$ cat src/rtl/r500_ctrl_pkg.sv
// Shared encodings and the control-bundle type for the R500 decode stage.
package r500_ctrl_pkg;

  localparam int unsigned REG_W = 5;
  localparam int unsigned VR_W  = 3;

  localparam logic [6:0] OP_R      = 7'b0110011;
  localparam logic [6:0] OP_I_ALU  = 7'b0010011;
  localparam logic [6:0] OP_LOAD   = 7'b0000011;
  localparam logic [6:0] OP_JALR   = 7'b1100111;
  localparam logic [6:0] OP_FENCE  = 7'b0001111;
  localparam logic [6:0] OP_STORE  = 7'b0100011;
  localparam logic [6:0] OP_LUI    = 7'b0110111;
  localparam logic [6:0] OP_AUIPC  = 7'b0010111;
  localparam logic [6:0] OP_JAL    = 7'b1101111;
  localparam logic [6:0] OP_BRANCH = 7'b1100011;

  localparam logic [6:0] F7_BASE   = 7'b0000000;
  localparam logic [6:0] F7_ALT    = 7'b0100000;
  localparam logic [6:0] F7_MULDIV = 7'b0000001;

  localparam logic [1:0] ALU_FUNCT = 2'd0;
  localparam logic [1:0] ALU_ADD   = 2'd1;
  localparam logic [1:0] ALU_SUB   = 2'd2;

  localparam logic [1:0] SRC_ALU   = 2'd0;
  localparam logic [1:0] SRC_MEM   = 2'd1;
  localparam logic [1:0] SRC_PCIMM = 2'd2;
  localparam logic [1:0] SRC_PC4   = 2'd3;

  // Bit positions inside valid_reg ({rs2, rs1, rd}).
  localparam int unsigned VR_RD  = 0;
  localparam int unsigned VR_RS1 = 1;
  localparam int unsigned VR_RS2 = 2;

  typedef struct packed {
    logic [1:0]       alu_op;
    logic [1:0]       reg_src;
    logic             alu_src;
    logic             reg_write;
    logic             mem_read;
    logic             mem_write;
    logic             branch;
    logic             jump;
    logic             muldiv;
    logic             illegal;
    logic [VR_W-1:0]  valid_reg;
    logic [REG_W-1:0] rs1;
    logic [REG_W-1:0] rs2;
    logic [REG_W-1:0] rd;
  } ctrl_t;

endpackage

$ cat src/rtl/ctrl_decode.sv
// Combinational RV32I (+ optional M) opcode decode into the control bundle.
module ctrl_decode
  import r500_ctrl_pkg::*;
#(
  parameter bit EN_M = 1'b0
) (
  input  logic [31:0] instr,
  output ctrl_t       ctrl
);

  ctrl_t      dec;
  logic       legal;
  logic [6:0] funct7;
  logic       unused_funct3;

  assign funct7        = instr[31:25];
  assign unused_funct3 = ^instr[14:12];

  // Opcode table; a listed opcode already implies instr[1:0] == 2'b11.
  always_comb begin
    dec       = '0;
    legal     = 1'b1;
    dec.rs1   = instr[19:15];
    dec.rs2   = instr[24:20];
    dec.rd    = instr[11:7];
    case (instr[6:0])
      OP_R: begin
        legal         = (funct7 == F7_BASE) || (funct7 == F7_ALT) ||
                        (EN_M && (funct7 == F7_MULDIV));
        dec.muldiv    = EN_M && (funct7 == F7_MULDIV);
        dec.reg_write = 1'b1;
        dec.valid_reg = 3'b111;
      end
      OP_I_ALU: begin
        dec.alu_src   = 1'b1;
        dec.reg_write = 1'b1;
        dec.valid_reg = 3'b011;
      end
      OP_LOAD: begin
        dec.alu_op    = ALU_ADD;
        dec.reg_src   = SRC_MEM;
        dec.alu_src   = 1'b1;
        dec.reg_write = 1'b1;
        dec.mem_read  = 1'b1;
        dec.valid_reg = 3'b011;
      end
      OP_JALR: begin
        dec.alu_op    = ALU_ADD;
        dec.reg_src   = SRC_PC4;
        dec.alu_src   = 1'b1;
        dec.reg_write = 1'b1;
        dec.jump      = 1'b1;
        dec.valid_reg = 3'b011;
      end
      OP_FENCE: dec.valid_reg = 3'b011;
      OP_STORE: begin
        dec.alu_op    = ALU_ADD;
        dec.alu_src   = 1'b1;
        dec.mem_write = 1'b1;
        dec.valid_reg = 3'b110;
      end
      OP_LUI: begin
        dec.alu_op    = ALU_ADD;
        dec.alu_src   = 1'b1;
        dec.reg_write = 1'b1;
        dec.valid_reg = 3'b001;
      end
      OP_AUIPC: begin
        dec.reg_src   = SRC_PCIMM;
        dec.reg_write = 1'b1;
        dec.valid_reg = 3'b001;
      end
      OP_JAL: begin
        dec.reg_src   = SRC_PC4;
        dec.reg_write = 1'b1;
        dec.jump      = 1'b1;
        dec.valid_reg = 3'b001;
      end
      OP_BRANCH: begin
        dec.alu_op    = ALU_SUB;
        dec.branch    = 1'b1;
        dec.valid_reg = 3'b110;
      end
      default: legal = 1'b0;
    endcase
    if (dec.rd == '0) dec.reg_write = 1'b0;
  end

  // Illegal encodings keep only the raw register fields so EX can trap.
  always_comb begin
    ctrl = dec;
    if (!legal) begin
      ctrl         = '0;
      ctrl.rs1     = dec.rs1;
      ctrl.rs2     = dec.rs2;
      ctrl.rd      = dec.rd;
      ctrl.illegal = 1'b1;
    end
  end

endmodule

$ cat src/rtl/decode_ctrl_stage.sv
// Registered decode stage: valid/ready pipeline register, load-use bubble,
// flush and a saturating illegal-instruction counter.
module decode_ctrl_stage
  import r500_ctrl_pkg::*;
#(
  parameter int unsigned XLEN      = 32,
  parameter bit          EN_M      = 1'b0,
  parameter bit          EN_HAZARD = 1'b1,
  parameter int unsigned CNT_W     = 16
) (
  input  logic             clk,
  input  logic             rst_n,
  input  logic             in_valid,
  output logic             in_ready,
  input  logic [31:0]      in_instr,
  input  logic [XLEN-1:0]  in_pc,
  input  logic             flush,
  output logic             out_valid,
  input  logic             out_ready,
  output logic [XLEN-1:0]  out_pc,
  output logic [4:0]       out_rs1,
  output logic [4:0]       out_rs2,
  output logic [4:0]       out_rd,
  output logic [2:0]       out_valid_reg,
  output logic [1:0]       out_alu_op,
  output logic [1:0]       out_reg_src,
  output logic             out_alu_src,
  output logic             out_reg_write,
  output logic             out_mem_read,
  output logic             out_mem_write,
  output logic             out_branch,
  output logic             out_jump,
  output logic             out_muldiv,
  output logic             out_illegal,
  output logic [CNT_W-1:0] illegal_cnt
);

  ctrl_t            dec;
  ctrl_t            held;
  logic             valid_q;
  logic [XLEN-1:0]  pc_q;
  logic [CNT_W-1:0] cnt_q;
  logic             hazard;
  logic             accept;

  ctrl_decode #(.EN_M(EN_M)) u_decode (
    .instr (in_instr),
    .ctrl  (dec)
  );

  // Held load whose rd feeds a source of the incoming instruction.
  always_comb begin
    hazard = EN_HAZARD && in_valid && valid_q && held.mem_read &&
             (held.rd != '0) &&
             ((dec.valid_reg[VR_RS1] && (dec.rs1 == held.rd)) ||
              (dec.valid_reg[VR_RS2] && (dec.rs2 == held.rd)));
  end

  assign in_ready = !flush && !hazard && (!valid_q || out_ready);
  assign accept   = in_valid && in_ready;

  // A drained or empty register takes the new bundle, or a bubble if none.
  always_ff @(posedge clk or negedge rst_n) begin
    if (!rst_n) begin
      valid_q <= 1'b0;
      held    <= '0;
      pc_q    <= '0;
    end else if (flush) begin
      valid_q <= 1'b0;
      held    <= '0;
      pc_q    <= '0;
    end else if (!valid_q || out_ready) begin
      valid_q <= accept;
      held    <= accept ? dec : '0;
      pc_q    <= accept ? in_pc : '0;
    end
  end

  always_ff @(posedge clk or negedge rst_n) begin
    if (!rst_n) begin
      cnt_q <= '0;
    end else if (accept && dec.illegal && (cnt_q != '1)) begin
      cnt_q <= cnt_q + CNT_W'(1);
    end
  end

  assign out_valid     = valid_q;
  assign out_pc        = pc_q;
  assign out_rs1       = held.rs1;
  assign out_rs2       = held.rs2;
  assign out_rd        = held.rd;
  assign out_valid_reg = held.valid_reg;
  assign out_alu_op    = held.alu_op;
  assign out_reg_src   = held.reg_src;
  assign out_alu_src   = held.alu_src;
  assign out_reg_write = held.reg_write;
  assign out_mem_read  = held.mem_read;
  assign out_mem_write = held.mem_write;
  assign out_branch    = held.branch;
  assign out_jump      = held.jump;
  assign out_muldiv    = held.muldiv;
  assign out_illegal   = held.illegal;
  assign illegal_cnt   = cnt_q;

endmodule

$ cat config.mk
export PLATFORM = sky130hd
export DESIGN_NAME = decode_ctrl_stage
export DESIGN_NICKNAME = d
export VERILOG_FILES = /design/src/rtl/r500_ctrl_pkg.sv /design/src/rtl/ctrl_decode.sv /design/src/rtl/decode_ctrl_stage.sv
export SDC_FILE = /design/constraint.sdc
export NUM_CORES = 1
export LEC_CHECK = 0
export ABC_CLOCK_PERIOD_IN_PS = 2900
export CAP_MARGIN = 20
export CORE_ASPECT_RATIO = 0.75
export CORE_MARGIN = 1.5
export CORE_UTILIZATION = 38
export DETAILED_ROUTE_END_ITERATION = 6
export PLACE_DENSITY = 0.76
export SYNTH_ARGS = -nofsm -noshare
export SYNTH_HDL_FRONTEND = slang
export SYNTH_SLANG_ARGS = --single-unit
$ cat constraint.sdc
create_clock -name clk -period 2.9 [get_ports clk]
set_input_delay 0.87 -clock clk [delete_from_list [all_inputs] [get_ports clk]]
set_output_delay 0.87 -clock clk [all_outputs]
set_load 0.01 [all_outputs]
==> run metrics <==
Die Wd=between 100 and 150 um; first-pass GRT wire length=between 15000 and 20000 um; nets@finish=around 550; Clock Latency Late Sink=roughly 0.32 ns; Adder-Cell Fraction of Synth Area=0.003619; Cell Rows=29; post-synthesis simple-gate area fraction=0.1317; share of layout cells above drive strength 1=0.1918; Post-Syn Area per Cell=between 10 and 15 sq um; initial antenna violation count=0; Post-synth EDFFs=0; unrepaired setup endpoints after global routing=yes; Initial Util=0.4003; outcome=finished with violations; Placed Area=5239 sq um; Total GRT Usage=0.2049; Synth Register Bits=around 80; prevailing post-synth register cell=dfrtp_1; most frequent cells in the layout=clkdlybuf4s50_1 (127), dfrtp_1 (78), a22o_1 (50); Ys Warns=0; area of the die=9684 sq um; Critical Path Source Type=input port; clk slew on worst S/H paths=approximately 0.060 ns; Synth top area share=0.5646; worst endpoint required time=between 2 and 2.5 ns; Crit Path Class=in2out; Mapped Area=roughly 3500 sq um; max_slew headroom=0.3575; H-tree lvl count=3; Leakage Power=2.571 nW; largest family of logic cells by synthesized area=compound AO/OA/AOI/OAI gates; Syn Nets=about 370; Cell variety after synth=47; most area-consuming cells after synthesis=dfrtp_1 (56%), a22o_1 (13%), xor2_1 (4.3%); Final WS setup=-0.3739 ns; CTS buffer count=9; pin count of the biggest net entering global routing=79; maxcap violations=0; crit-path max cell delay=0.33 ns; Crit. End Element=output port; DP HPWL=between 7000 and 8000 um; ys async rst share=1.000; Clock Skew=between 0.007 and 0.008 ns; remaining antenna violation count=0; fin util=0.6611; delay-heaviest family, CP=simple AND/OR/NAND/NOR gates; final routed DRC violation total=0; sequential area share after synthesis=0.5646; Placer Congestion=0.8837; Hold Fails Final Rpt=0; Final period util=1.129; VDD IR max=a little over 0.3 mV; vias in the first global route=around 3200; Period minus WS final=3.274 ns; CTS Sinks=just under 80; I/O pins=between 100 and 150; count of hold-fix buffers inserted at cts=0; Final Setup Violations=1; HP Class=reg2reg; Most Frequent Cell on Critical Path=buf_6; multiplexer share of the synthesized area=0.003257; via count=roughly 3100; wire per inst=around 17 um; CTS root buffer=clkbuf_16; failing checks=negative setup slack; drt initial violations=between 100 and 150; area leader, netlist=dfrtp_1; CP bufs+invs=4; design area=about 5700 sq um; PD cells=524.2 nW/um^2; Final Power=about 0.003 W; CTS tree=built; drt first pass iters=4; achievable frequency=roughly 0.3 GHz; max reg flops=32; WL final=around 10000 um; cells after synthesis=~300; worst slew pin tran=~0.96 ns; core area=about 8600 sq um; Slowest-stage cell, CP=and4bb_2; CP Cell Sequence=buf_6, buf_6, buf_6, and4bb_2, o21a_1, o2111a_2, o221ai_2, and3b_2, buf_6; Slew Limit Fails=0; number of I/O port buffers=143; worst-path fanout max=4; Die H=approximately 86 um; Overflow after GRT=0; Synth Area in XOR/XNOR=0.06587; WP data arrival=between 2 and 2.5 ns; most common cell after layout, fill and taps aside=clkdlybuf4s50_1; ANT cells=0; DR vias/cell=5.302; Area growth syn-to-layout=65.15%; total negative slack=-0.3739 ns; clock buffer depth=2; Synth Area in Compound Gates=0.1907
-- logic make-up after synthesis --
logic type,Yosys count
other,1
flip-flops,78
XOR/XNOR,26
buffers and inverters,25
multiplexers,1
adder cells (fa/ha/maj),1
AO/OA/AOI/OAI,80
AND/OR/NAND/NOR,85
-- per-stage QoR --
stage	hold slack, ns	instances	worst slack, ns
2_1_floorplan	0.5142	297	-0.09602
3_3_place_gp	0.4594	566	-1.023
3_5_place_dp	0.4838	566	-1.069
4_1_cts	0.4944	591	-0.4139
5_1_grt	0.5038	593	-0.4147
6_report	0.4903	593	-0.3739
-- final timing paths --
kind,cells after the start,slack [ns],start,to
hold / removal,1,0.49,illegal_cnt[14]$_DFFE_PN0P_,illegal_cnt[14]$_DFFE_PN0P_
min in group asynchronous,1,0.69,rst_n,out_branch$_DFFE_PN0P_
setup reg to reg,10,0.64,out_rd[4]$_DFFE_PN0P_,out_rs2[4]$_DFFE_PN0P_
max in group asynchronous,1,1.57,rst_n,out_valid$_DFFE_PN0P_
hold reg to reg,1,0.49,illegal_cnt[14]$_DFFE_PN0P_,illegal_cnt[14]$_DFFE_PN0P_
setup / recovery,9,-0.37,in_instr[3],in_ready
-- Yosys cell counts (4+ instances only) --
library cell and n:
nor2_1 13, xnor2_1 9, clkbuf_1 8, nor3_1 13, nand3_1 7, buf_2 6
dfrtp_1 78, nand2_1 21, a22o_1 50, nand4_1 6, o21ai_0 9, xor2_1 17
and3_1 4, inv_1 5
-- final cells by class --
cell class | count | area [sq um]
Clock buffer | 10 | 239.0
Clock inverter | 4 | 72.57
Fill cell | 683 | 2927
Inverter | 5 | 18.77
Multi-Input combinational cell | 194 | 1445
Sequential cell | 78 | 1952
Tap cell | 108 | 135.1
Timing Repair Buffer | 194 | 1847
-- repair_timing --
item                       4_1_cts  5_1_grt
setup endpoints to repair        5        1
setup buffers                   11        2
resized for setup               42       12
pin swaps                       10        9
-- power breakdown --
group / switching [W] / internal [W]
Sequential: 0.0000792 / 0.00117
Clock: 0.000413 / 0.000766
Combinational: 0.000236 / 0.000331
Total: 0.000727 / 0.00227
-- layer usage --
metal	track usage	share of wire	vias up
met5	0	0	-
met2	0.3388	0.48	129
met3	0.06784	0.076	12
li1	-	-	1464
met4	0.04886	0.0099	0
met1	0.2634	0.43	1539
Power figures use the tool's default switching activity.
